File: src/rtl/hazard_controller.sv
// -----------------------------------------------------------------------------
// hazard_controller
//
// Barrel obstacle engine. Spawns up to NUM_BARRELS barrels at the top tier,
// rolls them along six tiers (even tiers roll right, odd tiers roll left),
// drops them at tier edges, and retires them off the left edge of the bottom
// tier. Each frame it registers an axis-aligned box overlap test between the
// player and every active barrel.
//
// Ports
//   frame_clk     in   frame-rate clock; all state updates on the rising edge
//   Reset         in   asynchronous active-low reset
//   paused        in   1 = game frozen; a 1->0 transition clears all barrels
//   BallX/BallY   in   player box top-left corner (px)
//   BallS         in   player box size (px)
//   colliding     out  registered overlap of player with any active barrel
//   barrel_active out  per-slot active flag
//   barrel_x/y    out  per-slot position, slot i at bits [10*i+9:10*i]
// -----------------------------------------------------------------------------
module hazard_controller #(
    parameter int NUM_BARRELS  = 4,
    parameter int SPAWN_PERIOD = 120,
    parameter int SPAWN_X      = 130,
    parameter int TOP_FLOOR    = 114,
    parameter int TIER_H       = 60,
    parameter int X_LEFT_EDGE  = 25,
    parameter int X_RIGHT_EDGE = 615,
    parameter int ROLL_STEP    = 2,
    parameter int FALL_STEP    = 3,
    parameter int BARREL_S     = 16
) (
    input  logic                      frame_clk,
    input  logic                      Reset,
    input  logic                      paused,
    input  logic [9:0]                BallX,
    input  logic [9:0]                BallY,
    input  logic [9:0]                BallS,
    output logic                      colliding,
    output logic [NUM_BARRELS-1:0]    barrel_active,
    output logic [10*NUM_BARRELS-1:0] barrel_x,
    output logic [10*NUM_BARRELS-1:0] barrel_y
);

    typedef enum logic [1:0] {
        ST_IDLE = 2'd0,
        ST_ROLL = 2'd1,
        ST_FALL = 2'd2
    } state_t;

    localparam int CNT_W = (SPAWN_PERIOD > 1) ? $clog2(SPAWN_PERIOD) : 1;
    localparam logic [CNT_W-1:0] CNT_MAX = CNT_W'(SPAWN_PERIOD - 1);

    localparam logic [9:0]  P_SPAWN_X = 10'(SPAWN_X);
    localparam logic [9:0]  P_TOP     = 10'(TOP_FLOOR);
    localparam logic [9:0]  P_LEFT    = 10'(X_LEFT_EDGE);
    localparam logic [9:0]  P_RIGHT   = 10'(X_RIGHT_EDGE);
    localparam logic [9:0]  P_ROLL    = 10'(ROLL_STEP);
    localparam logic [9:0]  P_FALL    = 10'(FALL_STEP);
    localparam logic [10:0] P_BS      = 11'(BARREL_S);
    localparam logic [2:0]  LAST_TIER = 3'd5;

    state_t         r_state [NUM_BARRELS];
    logic [9:0]     r_x     [NUM_BARRELS];
    logic [9:0]     r_y     [NUM_BARRELS];
    logic [2:0]     r_tier  [NUM_BARRELS];
    logic           r_dir   [NUM_BARRELS];   // 1 = rolling right
    logic [CNT_W-1:0] r_cnt;
    logic           r_paused_q;
    logic           r_colliding;

    logic [NUM_BARRELS-1:0] w_hit;
    logic [NUM_BARRELS-1:0] w_spawn_sel;
    logic                   w_any_free;
    logic                   w_spawn_go;

    // Floor y of a given tier.
    function automatic logic [9:0] floor_y(input logic [2:0] tier);
        return 10'(TOP_FLOOR + TIER_H * int'(tier));
    endfunction

    // Edge test done in 11 bits so x+step never wraps.
    function automatic logic at_edge(input logic dir_right, input logic [9:0] x);
        if (dir_right)
            return ({1'b0, x} + {1'b0, P_ROLL}) >= {1'b0, P_RIGHT};
        else
            return {1'b0, x} <= ({1'b0, P_LEFT} + {1'b0, P_ROLL});
    endfunction

    // True when the next fall step would reach or pass the landing floor.
    function automatic logic lands(input logic [9:0] y, input logic [9:0] target);
        return ({1'b0, y} + {1'b0, P_FALL}) >= {1'b0, target};
    endfunction

    // Lowest-index idle slot gets the spawn. Uses state at the clock edge, so
    // a slot retiring this frame cannot be refilled until the next frame.
    always_comb begin
        w_spawn_sel = '0;
        w_any_free  = 1'b0;
        for (int i = 0; i < NUM_BARRELS; i++) begin
            if (r_state[i] == ST_IDLE && !w_any_free) begin
                w_spawn_sel[i] = 1'b1;
                w_any_free     = 1'b1;
            end
        end
        w_spawn_go = (r_cnt == CNT_MAX) && w_any_free;
    end

    // Player/barrel overlap on pre-update positions; 11-bit sums avoid wrap.
    always_comb begin
        w_hit = '0;
        for (int i = 0; i < NUM_BARRELS; i++) begin
            w_hit[i] = (r_state[i] != ST_IDLE)
                     && ({1'b0, r_x[i]} < ({1'b0, BallX} + {1'b0, BallS}))
                     && ({1'b0, BallX}  < ({1'b0, r_x[i]} + P_BS))
                     && ({1'b0, r_y[i]} < ({1'b0, BallY} + {1'b0, BallS}))
                     && ({1'b0, BallY}  < ({1'b0, r_y[i]} + P_BS));
        end
    end

    always_ff @(posedge frame_clk or negedge Reset) begin
        if (!Reset) begin
            for (int i = 0; i < NUM_BARRELS; i++) begin
                r_state[i] <= ST_IDLE;
                r_x[i]     <= '0;
                r_y[i]     <= '0;
                r_tier[i]  <= '0;
                r_dir[i]   <= 1'b1;
            end
            r_cnt       <= '0;
            r_paused_q  <= 1'b1;
            r_colliding <= 1'b0;
        end else begin
            r_paused_q <= paused;
            if (paused) begin
                r_colliding <= 1'b0;
            end else if (r_paused_q) begin
                // Resume after pause: level restarts empty.
                for (int i = 0; i < NUM_BARRELS; i++) begin
                    r_state[i] <= ST_IDLE;
                end
                r_cnt       <= '0;
                r_colliding <= 1'b0;
            end else begin
                r_colliding <= |w_hit;

                if (w_spawn_go)
                    r_cnt <= '0;
                else if (r_cnt != CNT_MAX)
                    r_cnt <= r_cnt + 1'b1;

                for (int i = 0; i < NUM_BARRELS; i++) begin
                    case (r_state[i])
                        ST_IDLE: begin
                            if (w_spawn_go && w_spawn_sel[i]) begin
                                r_x[i]     <= P_SPAWN_X;
                                r_y[i]     <= P_TOP;
                                r_tier[i]  <= '0;
                                r_dir[i]   <= 1'b1;
                                r_state[i] <= ST_ROLL;
                            end
                        end
                        ST_ROLL: begin
                            if (at_edge(r_dir[i], r_x[i])) begin
                                if (r_tier[i] == LAST_TIER) begin
                                    r_state[i] <= ST_IDLE;
                                end else begin
                                    r_x[i]     <= r_dir[i] ? P_RIGHT : P_LEFT;
                                    r_state[i] <= ST_FALL;
                                end
                            end else begin
                                r_x[i] <= r_dir[i] ? (r_x[i] + P_ROLL) : (r_x[i] - P_ROLL);
                            end
                        end
                        ST_FALL: begin
                            if (lands(r_y[i], floor_y(r_tier[i] + 3'd1))) begin
                                r_y[i]     <= floor_y(r_tier[i] + 3'd1);
                                r_tier[i]  <= r_tier[i] + 3'd1;
                                r_dir[i]   <= ~r_dir[i];
                                r_state[i] <= ST_ROLL;
                            end else begin
                                r_y[i] <= r_y[i] + P_FALL;
                            end
                        end
                        default: r_state[i] <= ST_IDLE;
                    endcase
                end
            end
        end
    end

    always_comb begin
        barrel_active = '0;
        barrel_x      = '0;
        barrel_y      = '0;
        for (int i = 0; i < NUM_BARRELS; i++) begin
            barrel_active[i]     = (r_state[i] != ST_IDLE);
            barrel_x[10*i +: 10] = r_x[i];
            barrel_y[10*i +: 10] = r_y[i];
        end
    end

    assign colliding = r_colliding;

endmodule

File: config.mk
export PLATFORM = sky130hd
export DESIGN_NAME = hazard_controller
export DESIGN_NICKNAME = d
export VERILOG_FILES = /design/src/rtl/hazard_controller.sv
export SDC_FILE = /design/constraint.sdc
export NUM_CORES = 1
export LEC_CHECK = 0
export CAP_MARGIN = 20
export CORE_MARGIN = 3
export CORE_UTILIZATION = 65
export CTS_CLUSTER_SIZE = 30
export DETAILED_ROUTE_END_ITERATION = 8
export GPL_TIMING_DRIVEN = 0
export PLACE_DENSITY = 0.91
export SKIP_LAST_GASP = 1
export SLEW_MARGIN = 10
export SYNTH_ARGS = -nofsm -noshare
export SYNTH_HDL_FRONTEND = slang
export SYNTH_SLANG_ARGS = --single-unit
File: constraint.sdc
create_clock -name frame_clk -period 8.39 [get_ports frame_clk]
set_input_delay 0.839 -clock frame_clk [delete_from_list [all_inputs] [get_ports frame_clk]]
set_output_delay 0.839 -clock frame_clk [all_outputs]
set_load 0.02 [all_outputs]
==> results.sh <==
export IMPL_nets=2276
export IMPL_ys_top_cells_by_area="ha_1 24%, dfrtp_1 18%, xnor2_1 5.9%"
export IMPL_end_kind="register"
export IMPL_drc_errors=0
export IMPL_grt_ovfl_total=0
export IMPL_fin_area_sq_um=17200
export IMPL_cts_root_buf="clkbuf_16"
export IMPL_postPlaceCellArea_sq_um=16500
export IMPL_finalClockSkew_ns=0.00869
export IMPL_first_pass_iters=6
export IMPL_status="completed"
export IMPL_boundaryPins=118
export IMPL_wl_per_cell_um=20.2
export IMPL_ant_nets=0
export IMPL_synth_most_common_cell="ha_1"
export IMPL_max_freq_mhz=171
export IMPL_drt_iter0_drc=1638
export IMPL_hold_violations=0
export IMPL_fill_cells=1526
export IMPL_finalSetupViolations=0
export IMPL_cts_buffers=17
export IMPL_rsz0062_at_grt="false"
export IMPL_die_h_um=158
export IMPL_clock_sinks=113
export IMPL_synth_top_cell_area_share_pct=23.9
export IMPL_num_rows=54
export IMPL_synthTopCellsByCount="286 x ha_1, 140 x nand2_1, 136 x a21oi_1"
export IMPL_cp_startpoint="r_tier[6]"
export IMPL_path_clk_slew_ns=0.06
export IMPL_synth_distinct_cells=103
export IMPL_p_per_area_nw_per_um2=319
export IMPL_required_ns=8.75
export IMPL_drv_slew=0
export IMPL_start_kind="register"
export IMPL_syn_avg_cell_area_sq_um=8.25
export IMPL_dieArea_sq_um=24900
export IMPL_cts_setup_buffers=0
export IMPL_multi_input_area_sq_um=11500
export IMPL_io_buffers=117
export IMPL_antenna_found_initial=0
export IMPL_grt_util_all_layers_pct=36.3
export IMPL_syn_area_sq_um=15000
export IMPL_r2r_end="r_state[5]"
export IMPL_hp_class="input port to async pin"
export IMPL_synth_top_area_cell="ha_1"
export IMPL_regArea_sq_um=2830
export IMPL_via_count=15000
export IMPL_synthesis_nets=2139
export IMPL_fin_crit_sh_pct=69.8
export IMPL_grt_max_degree=88
export IMPL_area_growth_pct=14.8
export IMPL_start_util_pct=67.3
export IMPL_peakVddDrop_mv=0.460
export IMPL_cts_tree="yes"
export IMPL_cp_max_fo=10
export IMPL_grt_pass1_vias=14800
export IMPL_ys_flop_type="dfrtp_1"
export IMPL_cts_resized=0
export IMPL_fin_crit_ns=5.85
export IMPL_r2r_slack_ns=2.54
export IMPL_grt_first_pass_wirelength_um=73200
export IMPL_ys_seq_area_share_pct=18.9
export IMPL_syn_instance_count=1814
export IMPL_ys_warn_count=0
export IMPL_hpwl_um=33700
export IMPL_via_per_inst=6.70
export IMPL_r2r_start="r_tier[6]"
export IMPL_path_class="register to register"
export IMPL_synth_edf_count=0
export IMPL_critPathArrivalTime_ns=6.22
export IMPL_place_congestion=0.980
export IMPL_clk_path_buf_depth=2
export IMPL_tns_ns=0
export IMPL_power_mw=5.47
export IMPL_cts_hold_fix_buffers=0
export IMPL_slew_headroom_pct=33.8
export IMPL_core_area_sq_um=22200
export IMPL_totalWireLength_um=45300
export IMPL_worst_pin_slew_ns=0.986
export IMPL_ys_ff_latch=113
export IMPL_drive_gt1_share_pct=5.75
export IMPL_clk_latency_ns=0.43
export IMPL_leakagePower_nw=7.96
export IMPL_cap_viol_max_count=0
export IMPL_async_flop_share_pct=100
export IMPL_ff2ff_path_depth=24
export IMPL_h_tree_depth=4
export IMPL_die_w_um=158
-- state kept, by name, summed over array words and instances, names as in the netlist --
register and count:
r_cnt 7, r_paused_q 1, colliding 1, r_tier 12
r_dir 4, r_state 8, barrel_x 40, barrel_y 40
-- report_power, final --
group | switching [mW] | internal [mW]
clock | 0.283 | 0.550
combinational | 2.07 | 1.56
sequential | 0.334 | 0.678
-- cells by family (layout without fill, tap and decap cells) --
| logic type | after synthesis | after routing | synth area share, % |
|---|---|---|---|
| DFF | 113 | 113 | 18.9 |
| AOI/OAI and AO/OA | 548 | 548 | 24.2 |
| buffers and inverters | 167 | 317 | 4.48 |
| xor gates and xnor gates | 154 | 154 | 9.01 |
| adders and majority gates | 292 | 292 | 24.7 |
| other | 0 | 1 | 0 |
| and+or+nand+nor | 513 | 513 | 16.7 |
| muxes | 27 | 27 | 1.91 |
-- stage by stage --
| step | utilization (%) | instances | worst slack [ns] | hold WS (ns) |
|---|---|---|---|---|
| 6_report | 77.3 | 2245 | 2.54 | 0.273 |
| 5_1_grt | 77.3 | 2244 | 2.11 | 0.279 |
| 4_1_cts | 77.3 | 2244 | 2.62 | 0.279 |
| 3_5_place_dp | 74.3 | 2212 | 2.69 | 0.532 |
| 3_3_place_gp | 74.2 | 2211 | 1.94 | 0.524 |
| 2_1_floorplan | - | 1814 | 3.52 | 0.496 |
-- critical path, stage by stage, from the launching register on --
cell and delay, ns:
dfrtp_1 0.44, clkbuf_1 0.25, clkbuf_1 0.42, inv_1 0.13, ha_1 0.38, inv_1 0.08
ha_1 0.27, clkbuf_1 0.32, xnor2_1 0.17, and2_1 0.18, ha_1 0.24, o21bai_1 0.17
a2bb2oi_1 0.17, nor2_1 0.07, a311oi_2 0.41, o21bai_1 0.16, xor2_1 0.18, ha_1 0.32
a21o_1 0.16, a21oi_1 0.13, o221a_2 0.32, buf_2 0.24, inv_1 0.15, o31ai_1 0.27
a31o_2 0.14
-- per-layer routing --
layer | share of wire, % | global-route usage, % | vias up
li1 | - | - | 6899
met3 | 9.8 | 5.93 | 226
met4 | 4.2 | 15.6 | 0
met1 | 40 | 46.7 | 7019
met2 | 46 | 60.2 | 901
met5 | 0 | 0 | -
-- cells in the final DEF, fill, tap and decap left out, types with 14 or more instances in the layout --
master           Yosys  routed
a21o_1              50      50
o31ai_1             15      15
xor2_1              53      53
and3_1              19      19
clkbuf_16            0      17
or3_1               14      14
nor3_1              28      28
clkdlybuf4s50_1      0     116
inv_1              116     116
xnor2_1            101     101
nand2b_1            37      37
o21ai_0            112     112
o22ai_1             16      16
o21ai_1             18      18
a31oi_1             28      28
a21oi_1            136     136
o21bai_1            15      15
a211oi_1            16      16
nand3_1             55      55
nand2_1            140     140
clkbuf_1            23      25
nor2_1             123     123
and2_1              15      15
o21a_1              19      19
dfrtp_1            108     108
buf_2               19      19
nor2b_1             24      24
ha_1               286     286
nand4_1             14      14
mux2i_1             15      15
o211ai_1            15      15
-- how the worst max path moves through the flow --
stage	end	cells past startpoint
3_3_place_gp	barrel_y[14]	1
2_1_floorplan	r_state[5]	24
4_1_cts	r_state[5]	24
3_5_place_dp	r_state[5]	23
6_report	r_state[5]	24
5_1_grt	r_state[5]	24
-- layout make-up --
type	instances	share of cell area (%)
Antenna cell	1	0.0146
Timing Repair Buffer	118	6.98
Clock buffer	22	2.76
Clock inverter	10	1.06
Sequential cell	113	16.5
Multi-Input combinational cell	1534	66.7
Buffer	49	1.33
Inverter	118	2.58
Tap cell	280	2.04
(Power assumes the default switching activity.)
